===== config.mk =====
export PLATFORM = sky130hd
export DESIGN_NAME = mem_stage_sram_ctrl
export DESIGN_NICKNAME = d
export VERILOG_FILES = /design/src/rtl/mem_stage_pkg.sv /design/src/rtl/sram_wait_counter.sv /design/src/rtl/mem_stage_sram_ctrl.sv
export SDC_FILE = /design/constraint.sdc
export NUM_CORES = 1
export LEC_CHECK = 0
export CAP_MARGIN = 10
export CORE_MARGIN = 2
export CORE_UTILIZATION = 39
export CTS_CLUSTER_DIAMETER = 60
export DETAILED_ROUTE_END_ITERATION = 16
export PLACE_DENSITY = 0.8
export SLEW_MARGIN = 10
export SYNTH_ARGS = -nofsm -noshare
export SYNTH_HDL_FRONTEND = slang
export SYNTH_SLANG_ARGS = --single-unit

===== constraint.sdc =====
create_clock -name clk -period 2.9 [get_ports clk]
set_input_delay 0.58 -clock clk [delete_from_list [all_inputs] [get_ports clk]]
set_output_delay 0.58 -clock clk [all_outputs]
set_load 0.02 [all_outputs]

===== src/rtl/mem_stage_pkg.sv =====
// mem_stage_pkg: shared state encoding and constants for the memory-stage SRAM controller
package mem_stage_pkg;
    localparam int unsigned DEF_BASE_ADDR = 1024;
    localparam int unsigned SRAM_DW = 16;
    localparam int unsigned CNT_W = 4;
    typedef enum logic [2:0] {IDLE, RD_LO, RD_HI, WR_LO, WR_HI, DONE} state_e;
endpackage


===== src/rtl/sram_wait_counter.sv =====
// sram_wait_counter: per-phase down-counter, loads WAIT_CYCLES-1 and flags the final cycle
module sram_wait_counter
    import mem_stage_pkg::*;
#(
    parameter int unsigned WAIT_CYCLES = 5
) (
    input  logic clk,
    input  logic rst,
    input  logic load_i,
    output logic last_o
);
    logic [CNT_W-1:0] cnt_q, cnt_d;
    // reload at phase entry, otherwise count down and park at zero
    always_comb cnt_d = load_i ? CNT_W'(WAIT_CYCLES - 1) : (cnt_q != '0 ? cnt_q - 1'b1 : cnt_q);
    // counter register
    always_ff @(posedge clk or negedge rst)
        if (!rst) cnt_q <= '0;
        else cnt_q <= cnt_d;
    assign last_o = cnt_q == '0;
endmodule


===== src/rtl/mem_stage_sram_ctrl.sv =====
// mem_stage_sram_ctrl: 32-bit load/store as two 16-bit SRAM accesses; optional MEM_ALIGN_CHECK_EN
module mem_stage_sram_ctrl
    import mem_stage_pkg::*;
#(
    parameter int unsigned BASE_ADDR   = DEF_BASE_ADDR,
    parameter int unsigned WAIT_CYCLES = 5,
    parameter int unsigned ADDR_W      = 18
) (
    input  logic               clk,
    input  logic               rst,
    input  logic               mem_r_en,
    input  logic               mem_w_en,
    input  logic [31:0]        alu_res,
    input  logic [31:0]        val_rm,
    output logic [31:0]        mem_rdata,
    output logic               freeze,
    output logic [ADDR_W-1:0]  sram_addr,
    output logic [SRAM_DW-1:0] sram_wdata,
    input  logic [SRAM_DW-1:0] sram_rdata,
    output logic               sram_we_n,
    output logic               sram_oe_n,
    output logic               align_err
);
    state_e state_q, state_d;
    logic [SRAM_DW-1:0] lo_q;
    logic [31:0] rdata_q, eff;
    logic [ADDR_W-2:0] idx;
    logic req, misal, go, last, lo_ph, hi_ph, unused_bits;
    assign eff = alu_res - 32'(BASE_ADDR);
    assign idx = eff[ADDR_W:2];
    assign unused_bits = ^{eff[31:ADDR_W+1], eff[1:0]};
    assign req = mem_r_en | mem_w_en;
`ifdef MEM_ALIGN_CHECK_EN
    logic align_q;
    assign misal = alu_res[1:0] != 2'b00;
    // one-cycle flag for a rejected misaligned request
    always_ff @(posedge clk or negedge rst)
        if (!rst) align_q <= 1'b0;
        else align_q <= state_q == IDLE && req && misal;
    assign align_err = align_q;
`else
    assign misal = 1'b0;
    assign align_err = 1'b0;
`endif
    // rst gating keeps freeze low while reset is held with a request pending
    assign go = rst && state_q == IDLE && req && !misal;
    sram_wait_counter #(.WAIT_CYCLES(WAIT_CYCLES)) u_cnt (
        .clk    (clk),
        .rst    (rst),
        .load_i (go || (last && (state_q == RD_LO || state_q == WR_LO))),
        .last_o (last)
    );
    // state register
    always_ff @(posedge clk or negedge rst)
        if (!rst) state_q <= IDLE;
        else state_q <= state_d;
    // next state: read wins over write; each half phase ends on the counter's last cycle
    always_comb begin
        state_d = state_q;
        case (state_q)
            IDLE:    state_d = go ? (mem_r_en ? RD_LO : WR_LO) : IDLE;
            RD_LO:   state_d = last ? RD_HI : RD_LO;
            RD_HI:   state_d = last ? DONE : RD_HI;
            WR_LO:   state_d = last ? WR_HI : WR_LO;
            WR_HI:   state_d = last ? DONE : WR_HI;
            default: state_d = IDLE;
        endcase
    end
    // SRAM strobes and address decode straight from state so reset releases them asynchronously
    always_comb begin
        lo_ph = state_q == RD_LO || state_q == WR_LO;
        hi_ph = state_q == RD_HI || state_q == WR_HI;
        freeze = go || lo_ph || hi_ph;
        sram_addr = lo_ph ? {idx, 1'b0} : hi_ph ? {idx, 1'b1} : '0;
        sram_wdata = state_q == WR_LO ? val_rm[15:0] : state_q == WR_HI ? val_rm[31:16] : '0;
        sram_we_n = !(state_q == WR_LO || state_q == WR_HI);
        sram_oe_n = !(state_q == RD_LO || state_q == RD_HI);
    end
    // low half is staged so mem_rdata only changes when the whole word is in
    always_ff @(posedge clk or negedge rst)
        if (!rst) begin
            lo_q <= '0;
            rdata_q <= '0;
        end else begin
            if (state_q == RD_LO && last) lo_q <= sram_rdata;
            if (state_q == RD_HI && last) rdata_q <= {sram_rdata, lo_q};
        end
    assign mem_rdata = rdata_q;
endmodule

==> impl_metrics.env <==
export IMPL_numCtsBuffers=5
export IMPL_die_area_um2=7950
export IMPL_cts_hold_buf=0
export IMPL_worstPathArrival_ps=2280
export IMPL_finClkSkew_ps=6.88
export IMPL_drt_wl_total_um=6830
export IMPL_dieHeight_um=89.2
export IMPL_status="finished, final reports clean"
export IMPL_multi_input_area_um2=1320
export IMPL_drt_wirelength_per_cell_um=15.0
export IMPL_ioPinCount=154
export IMPL_via_count=2220
export IMPL_synthToLayoutAreaGrowth_pct=55.0
export IMPL_synth_top_cell_by_area="dfrtp_1"
export IMPL_drc=0
export IMPL_ir_drop_mv=0.563
export IMPL_wl_met2_um=3150
export IMPL_tightest_slew_ps=944
export IMPL_p_per_area_nw_per_um2=1040
export IMPL_worstReg2RegEnd="lo_q[5]"
export IMPL_top_layer_used="met4"
export IMPL_leakagePower_nw=2.00
export IMPL_route_met3_wl_um=614
export IMPL_start_kind="primary input"
export IMPL_synth_cell_types=36
export IMPL_timing_worst_setup_path_type="primary input to primary output"
export IMPL_netlist_area_leader_share_pct=48.6
export IMPL_grt_use_total_pct=16.1
export IMPL_utilization_pct=61.4
export IMPL_r2r_cells=5
export IMPL_dr_pass1_iters=4
export IMPL_grt_pass1_vias=2156
export IMPL_design_core_area_um2=7140
export IMPL_r2r_slack_ps=460
export IMPL_crit_path_start="alu_res[13]"
export IMPL_period_needed_ps=2860
export IMPL_hp_class="primary input to async pin"
export IMPL_row_count=31
export IMPL_synthArstFlopShare_pct=100
export IMPL_fin_area_um2=4390
export IMPL_fin_nets=442
export IMPL_finalHoldViolations=0
export IMPL_die_w_um=89.2
export IMPL_end_kind="primary output"
export IMPL_reg2reg_from="u_cnt.cnt_q[0]"
export IMPL_syn_inst=212
export IMPL_slew_viol_final=0
export IMPL_clk_insertion_delay_late_ps=320
export IMPL_ant_nets=0
export IMPL_syn_nets=298
export IMPL_synth_area_um2=2830
export IMPL_relSlewSlack_pct=37.0
export IMPL_seq_area_um2=1380
export IMPL_place_inst=447
export IMPL_yosys_most_used_dff="dfrtp_1"
export IMPL_clock_path_buffers=2
export IMPL_antenna_found_initial=0
export IMPL_dp_hpwl_um=4980
export IMPL_clkSlewWorstSetupHoldPaths_ps=100
export IMPL_ys_seq_area_share_pct=48.6
export IMPL_worst_ep_required_time_ps=2320
export IMPL_diodes=0
export IMPL_postSynthAreaPerCell_um2=13.4
export IMPL_cp_max_fo=4
export IMPL_gp_congestion=0.827
export IMPL_setup_viol=0
export IMPL_ys_warn_count=0
export IMPL_ys_top_cells_by_area="dfrtp_1 49%, mux2_4 21%, a22o_1 5.0%"
export IMPL_synth_edf_count=0
export IMPL_placed_area_um2=4280
export IMPL_cts_htree_levels=2
export IMPL_drive_gt1_share_pct=24.6
export IMPL_fillers=592
export IMPL_grt_first_pass_wirelength_um=10100
export IMPL_viasPerCell=4.87
export IMPL_yosysMostFrequentCell="dfrtp_1"
export IMPL_ys_seq_elements=55
export IMPL_grt_max_degree=57
export IMPL_portBuffers=137
export IMPL_initial_utilization_pct=39.7
export IMPL_cts_tree="yes"
export IMPL_grt_overflow=0
export IMPL_max_freq_mhz=350
export IMPL_fin_crit_sh_pct=98.6
export IMPL_drv_cap=0
export IMPL_root_buffer="clkbuf_8"
export IMPL_dr_first_iter_drc_count=78
export IMPL_yosys_top_cells_count="55 x dfrtp_1, 40 x mux2_4, 16 x a22o_1, 10 x a21oi_1"
export IMPL_clock_sinks=55
export IMPL_layout_cells_non_filler=456
export IMPL_met1_length_um=3020
## registers in the layout, indices dropped and copies added, names as in the netlist
register,flops
mem_rdata,32
lo_q,16
u_cnt.cnt_q,4
state_q,3
## per-stage QoR
stage	setup TNS [ps]	setup WS (ps)	hold slack, ps	total power (W)
2_1_floorplan	0	274	284	0.00301
3_3_place_gp	-2650	-559	481	0.00410
3_5_place_dp	-2930	-615	489	0.00416
4_1_cts	0	11.5	436	0.00462
5_1_grt	-2.47	-2.47	465	0.00487
6_report	0	40.3	400	0.00458
## report_power, final
part / total (W) / switching (W) / internal [W] / leakage (nW)
Sequential: 0.00140 / 0.000253 / 0.00115 / 0.658
Combinational: 0.00273 / 0.00122 / 0.00151 / 1.30
Clock: 0.000451 / 0.000271 / 0.000180 / 0.0502
## how the worst max path moves through the flow
stage	end	depth (start not counted)
global route	sram_addr[17]	5
CTS	sram_addr[15]	7
floorplan	sram_addr[17]	5
detailed placement	sram_addr[17]	7
global placement	sram_addr[17]	7
finish	sram_addr[16]	5
## cell usage in the layout, fill, tap and decap left out, types with 3 or more instances in the layout
cell type	netlist	final
clkdlybuf4s50_1	0	128
or2_2	3	3
nand2b_1	4	4
mux2_4	40	40
a21oi_1	10	8
dlygate4sd2_1	0	3
a22o_1	16	16
dfrtp_1	55	55
and3_1	8	8
inv_1	5	5
clkbuf_8	0	5
o21ai_0	3	3
xnor2_1	3	3
or3_1	7	5
buf_2	0	3
mux2_2	8	8
nor2_1	8	8
buf_4	1	16
## final cells by class
| cell class | count | share of cell area (%) |
|---|---|---|
| Timing Repair Buffer | 151 | 33.0 |
| Multi-Input combinational cell | 138 | 30.1 |
| Sequential cell | 55 | 31.4 |
| Inverter | 5 | 0.428 |
| Clock buffer | 5 | 1.57 |
| Tap cell | 99 | 2.82 |
| Clock inverter | 3 | 0.656 |
## kinds of logic (layout without fill, tap and decap cells)
kind of cell	count (synthesis)	count (layout)	synth area share [%]
multiplexers	48	48	24.4
XOR/XNOR	4	4	1.24
other	1	1	0.132
buffers and inverters	19	164	5.48
AO/OA/AOI/OAI	37	37	9.33
adder cells (fa/ha/maj)	2	2	0.884
flip-flops	55	55	48.6
AND/OR/NAND/NOR	46	46	9.90
## worst max-delay path, stage by stage
cell and delay [ps]:
clkdlybuf4s50_1 450, or4_4 550, or3_4 390, a21oi_2 150
buf_4 160
## repair_timing
action | CTS | global route
pin swaps | 2 | 0
hold endpoints to repair | 0 | 0
setup buffers | 1 | 0
gates resized for setup | 24 | 6
endpoints found under the setup margin | 6 | 6
## routing by layer
layer | vias to the layer above | GRT usage [%]
met4 | 0 | 3.12
met2 | 104 | 25.9
met1 | 1055 | 21.4
met5 | - | 0
li1 | 1057 | -
met3 | 4 | 5.54
Note: power is estimated with default switching activity, not from simulation.
